File: src/rtl/ptosda_sched.sv
// ptosda_sched: round-robin scheduler sharing one 4-bit SDA/SCL frame
// serializer between four requesters. The serializer is held in reset while
// idle, loaded with the winner's nibble, released for exactly one frame, and
// reset again once the frame's stop condition (or a timeout) is seen.
//
// Parameters:
//   TIMEOUT  sclk cycles allowed in WAIT_ACK and in SEND before abort
//   GAP      minimum cycles the serializer is held in reset between frames (>=1)
// Ports:
//   sclk       clock, all logic on posedge
//   rst        asynchronous active-low reset
//   req        per-requester request level
//   req_data   nibble per requester, requester i on [4i+3:4i]
//   grant      one-hot owner of the current frame, 0 when idle
//   done       one-cycle pulse on the owner's bit when its frame stopped
//   err        one-cycle pulse when a frame is aborted by timeout
//   ser_rst_n  active-low reset to the serializer
//   ser_data   nibble presented to the serializer
//   ser_ack    serializer ack; rising edge means ser_data was latched
//   ser_scl    serializer SCL (observed)
//   ser_sda    serializer SDA (observed)
module ptosda_sched #(
  parameter int unsigned TIMEOUT = 64,
  parameter int unsigned GAP     = 2
) (
  input  logic        sclk,
  input  logic        rst,
  input  logic [3:0]  req,
  input  logic [15:0] req_data,
  output logic [3:0]  grant,
  output logic [3:0]  done,
  output logic        err,
  output logic        ser_rst_n,
  output logic [3:0]  ser_data,
  input  logic        ser_ack,
  input  logic        ser_scl,
  input  logic        ser_sda
);

  typedef enum logic [2:0] {
    IDLE     = 3'd0,
    ARM      = 3'd1,
    WAIT_ACK = 3'd2,
    SEND     = 3'd3,
    DONE     = 3'd4,
    ERR      = 3'd5,
    GAPW     = 3'd6
  } state_t;

  localparam logic [6:0] TO_LAST  = 7'(TIMEOUT - 1);
  localparam logic [6:0] GAP_LAST = 7'(GAP - 1);

  state_t      state, state_nxt;
  logic [1:0]  ptr, ptr_nxt;
  logic [1:0]  idx, idx_nxt;
  logic [6:0]  cnt, cnt_nxt;
  logic        ack_q, scl_q, sda_q;

  logic [3:0]  grant_nxt, done_nxt, ser_data_nxt;
  logic        err_nxt, ser_rst_n_nxt;

  logic [1:0]  win, cand;
  logic [3:0]  nib;
  logic        ack_rise, stop;

  assign ack_rise = ser_ack & ~ack_q;
  // SDA rising while SCL stays high; a falling SDA (start) never matches.
  assign stop     = ~sda_q & ser_sda & scl_q & ser_scl;

  // Rotating-priority search: walk offsets 3..0 from ptr so the smallest
  // offset with a set request is the last (winning) assignment.
  always_comb begin
    win  = ptr;
    cand = '0;
    for (int unsigned k = 0; k < 4; k++) begin
      cand = ptr + 2'(3 - k);
      if (req[cand]) win = cand;
    end
    case (win)
      2'd0:    nib = req_data[3:0];
      2'd1:    nib = req_data[7:4];
      2'd2:    nib = req_data[11:8];
      default: nib = req_data[15:12];
    endcase
  end

  // State register plus registered outputs.
  always_ff @(posedge sclk or negedge rst) begin
    if (!rst) begin
      state     <= IDLE;
      ptr       <= '0;
      idx       <= '0;
      cnt       <= '0;
      ack_q     <= 1'b0;
      scl_q     <= 1'b1;
      sda_q     <= 1'b1;
      grant     <= '0;
      done      <= '0;
      err       <= 1'b0;
      ser_rst_n <= 1'b0;
      ser_data  <= '0;
    end else begin
      state     <= state_nxt;
      ptr       <= ptr_nxt;
      idx       <= idx_nxt;
      cnt       <= cnt_nxt;
      ack_q     <= ser_ack;
      scl_q     <= ser_scl;
      sda_q     <= ser_sda;
      grant     <= grant_nxt;
      done      <= done_nxt;
      err       <= err_nxt;
      ser_rst_n <= ser_rst_n_nxt;
      ser_data  <= ser_data_nxt;
    end
  end

  // Next-state and internal register updates.
  always_comb begin
    state_nxt = state;
    cnt_nxt   = cnt;
    ptr_nxt   = ptr;
    idx_nxt   = idx;
    case (state)
      IDLE: begin
        if (|req) begin
          idx_nxt   = win;
          state_nxt = ARM;
        end
      end
      ARM: begin
        cnt_nxt   = '0;
        state_nxt = WAIT_ACK;
      end
      WAIT_ACK: begin
        if (ack_rise) begin
          cnt_nxt   = '0;
          state_nxt = SEND;
        end else if (cnt == TO_LAST) begin
          state_nxt = ERR;
        end else begin
          cnt_nxt = cnt + 7'd1;
        end
      end
      SEND: begin
        // Stop is checked first so it wins over a simultaneous timeout.
        if (stop) begin
          state_nxt = DONE;
        end else if (cnt == TO_LAST) begin
          state_nxt = ERR;
        end else begin
          cnt_nxt = cnt + 7'd1;
        end
      end
      DONE, ERR: begin
        ptr_nxt   = idx + 2'd1;
        cnt_nxt   = '0;
        state_nxt = GAPW;
      end
      GAPW: begin
        cnt_nxt = cnt + 7'd1;
        if (cnt == GAP_LAST) state_nxt = IDLE;
      end
      default: begin
        cnt_nxt   = '0;
        state_nxt = GAPW;
      end
    endcase
  end

  // Next values of the registered outputs; data/grant hold unless changed.
  always_comb begin
    grant_nxt     = grant;
    ser_data_nxt  = ser_data;
    ser_rst_n_nxt = ser_rst_n;
    done_nxt      = '0;
    err_nxt       = 1'b0;
    case (state)
      IDLE: begin
        ser_rst_n_nxt = 1'b0;
        if (|req) begin
          grant_nxt    = 4'b0001 << win;
          ser_data_nxt = nib;
        end
      end
      ARM: begin
        ser_rst_n_nxt = 1'b1;
      end
      WAIT_ACK, SEND: begin
      end
      DONE: begin
        done_nxt      = 4'b0001 << idx;
        ser_rst_n_nxt = 1'b0;
        grant_nxt     = '0;
      end
      ERR: begin
        err_nxt       = 1'b1;
        ser_rst_n_nxt = 1'b0;
        grant_nxt     = '0;
      end
      GAPW: begin
        ser_rst_n_nxt = 1'b0;
      end
      default: begin
        ser_rst_n_nxt = 1'b0;
        grant_nxt     = '0;
      end
    endcase
  end

endmodule
File: config.mk
export PLATFORM = sky130hd
export DESIGN_NAME = ptosda_sched
export DESIGN_NICKNAME = d
export VERILOG_FILES = /design/src/rtl/ptosda_sched.sv
export SDC_FILE = /design/constraint.sdc
export NUM_CORES = 1
export LEC_CHECK = 0
export ABC_AREA = 1
export ABC_CLOCK_PERIOD_IN_PS = 1800
export CELL_PAD_IN_SITES_DETAIL_PLACEMENT = 1
export CELL_PAD_IN_SITES_GLOBAL_PLACEMENT = 1
export CORE_UTILIZATION = 37
export DETAILED_ROUTE_END_ITERATION = 16
export PLACE_DENSITY = 0.82
export SYNTH_ARGS = -nofsm -noshare
export SYNTH_HDL_FRONTEND = slang
export SYNTH_SLANG_ARGS = --single-unit
File: constraint.sdc
create_clock -name sclk -period 1.8 [get_ports sclk]
set_input_delay 0.18 -clock sclk [delete_from_list [all_inputs] [get_ports sclk]]
set_output_delay 0.18 -clock sclk [all_outputs]
set_load 0.02 [all_outputs]
==> metrics.yaml <==
synth_top_area_share_pct: 37.49
ios: 39
rsz0062_at_grt: "yes"
crit_start: "ptr[0]"
grt_usage_pct: 23.84
final_area_mm2: 0.003034
cts_buffer_depth: 2
syn-num-nets: 290
gp_congestion: 0.8152
die_x_um: 74.33
post-route-min-period_ns: 1.900
cp_data_arrival_time_ns: 2.07
layout.nets: 370
yosysWarnings: 0
endpoint_kind: "flip-flop"
cap_viol_max_count: 0
crit_type: "reg2reg"
port-buffer-count: 38
crit_path_start_kind: "flip-flop"
period_share_pct: 105.6
wire_per_inst_um: 17.91
netlist_area_mm2: 0.001936
power_mw: 5.461
ir_drop_v: 0.001111
fp.coreArea_mm2: 0.004880
antenna_left: 0
grt_remaining_overflow: 0
worstHoldPathType: "in2async"
synth_area_per_cell_um2: 7.473
slew_headroom_pct: 71.72
synth_top_cell_by_area: "dfrtp_1"
seq_area_frac_synth_pct: 40.21
place_area_mm2: 0.002565
dp_hpwl_um: 4223
violations: "negative setup slack"
p_leak_nw: 1.496
r2r-start: "ptr[0]"
dieArea_mm2: 0.005525
areaGrowthSynthToFinish_pct: 56.76
holdBufCountCts: 0
synthTopCellsByArea: "dfrtp_1 37%, nand2_1 12%, inv_1 10%, o21ai_0 4.1%, ha_1 3.9%"
die_h_um: 74.33
start_util_pct: 39.67
clock.fmax_mhz: 526.3
grt_pass1_wl_um: 9942
syn_inst: 259
cellPowerDensity_mw_per_mm2: 1800
cts_root_buf: "clkbuf_8"
cts.clk_slew.worst_paths_ns: 0.06
synth_cell_types: 31
worst_slack_ns: -0.1002
finClkSkew_ns: 0.003671
slew_violations: 0
first_iter_violations: 88
crit_fanout: 7
first_pass_iters: 4
setup_violations: 4
tightest_slew_ns: 0.4198
via_per_inst: 5.278
diodes: 0
finalHoldViolCount: 0
clk_latency_ns: 0.28
place_ws_ns: -0.1196
h-tree-depth: 2
vias: 2143
cp.required_ns: 1.97
drive_gt1_share_pct: 32.74
outcome: "finished with violations"
drt-total-wl_um: 7271
antenna_found_initial: 0
rows: 25
cts_tree: "yes"
drc: 0
cts_buffers: 5
cts.sinks: 31
grt_pass1_vias: 2204
ys_seq_elements: 31
grt_max_degree: 32
==> power breakdown <==
part | switching (mW) | total (mW) | internal [mW]
logic | 2.29 | 3.80 | 1.52
clock network | 0.260 | 0.560 | 0.300
registers | 0.187 | 1.10 | 0.909
==> stage by stage <==
step / utilization (%) / hold WS [ns] / setup TNS (ns) / instances
after floorplan: - / -0.1156 / 0 / 259
after global placement: 52.56 / 0.4697 / -0.07887 / 388
after detailed placement: 52.56 / 0.4818 / -0.8716 / 388
after CTS: 55.54 / 0.3260 / 0 / 397
after global routing: 62.18 / 0.3325 / -0.9528 / 406
final: 62.18 / 0.3084 / -0.1624 / 406
==> registers in the layout (all words and copies together), names as in the netlist <==
register,count
cnt,7
done,4
grant,4
ser_data,4
state,3
idx,2
ptr,2
ack_q,1
err,1
scl_q,1
sda_q,1
ser_rst_n,1
==> area by class of cell <==
class	instances	area, µm²
fill	594	1846
multi-input combinational	170	1181
sequential	31	780.7
timing repair buffer	74	669.4
inverter	57	231.5
tap	67	83.83
clock buffer	6	82.58
clock inverter	1	5.005
==> cell usage after synthesis (all sizes together) <==
library cell and n:
nand2 68, inv 56, dfrtp 29, o21ai 20
nand3 19, nor2 19, nand4 11, a21oi 7
ha 6, nor3 4, o22ai 4, buf 3
a211oi 2, dfstp 2, a21boi 1, a22oi 1
a31oi 1, a41oi 1, and2 1, clkinv 1
nor3b 1, nor4 1, o31ai 1
==> cell families (layout without fill, tap and decap cells) <==
logic type	count (synthesis)	after routing	synth area share, %
flip-flops	31	31	40.21
AND/OR/NAND/NOR	124	126	30.90
AO/OA/AOI/OAI	38	38	11.38
adder cells (fa/ha/maj)	6	6	3.878
buffers and inverters	60	138	13.64
==> cells in the final DEF, fill, tap and decap left out, types with 6 or more instances in the layout <==
| cell | netlist | final |
|---|---|---|
| buf_4 | 0 | 31 |
| clkbuf_8 | 0 | 6 |
| clkdlybuf4s50_1 | 0 | 38 |
| dfrtp_1 | 29 | 27 |
| inv_1 | 54 | 49 |
| nand2_1 | 60 | 43 |
| nand2_2 | 6 | 8 |
| nand2_4 | 2 | 17 |
| nand3_1 | 13 | 10 |
| nand3_2 | 5 | 7 |
| nand4_1 | 11 | 11 |
| nor2_1 | 19 | 15 |
| o21ai_0 | 16 | 14 |
==> critical path: stages (launching register included) <==
cell and delay, ns:
dfrtp_1 0.39, buf_6 0.17, nand2_1 0.10, nand3_2 0.10
nand2_1 0.06, inv_1 0.07, nand2_2 0.08, nand2_4 0.10
nand3_4 0.15, buf_4 0.20, nand4_1 0.09, nand3_1 0.10
nand2_1 0.09, nand2_1 0.08
==> metal layers <==
metal  GRT usage (%)  up-vias  part of all wire [%]
met5               0        -                     0
met4           6.289        0                   2.4
met3           4.336       21                   4.0
met2           46.57       76                    55
met1           26.22     1063                    39
li1                -      983                     -
==> worst paths after layout <==
path | depth (start not counted) | slack (ns) | to
worst max-delay path | 13 | -0.10 | ser_data[3]
min in group sclk | 1 | 0.32 | sda_q
worst max register to register | 13 | -0.10 | ser_data[3]
worst min-delay path | 2 | 0.31 | done[2]
worst min register to register | 2 | 0.51 | ser_data[1]
max in group asynchronous | 2 | 1.17 | sda_q
==> timing repair <==
action	4_1_cts	5_1_grt
endpoints found under the hold margin	0	0
cloned	0	2
setup endpoints to repair	12	18
gates resized for setup	12	65
setup buffers	2	8
pin swaps	1	27
Power figures use the tool's default switching activity.
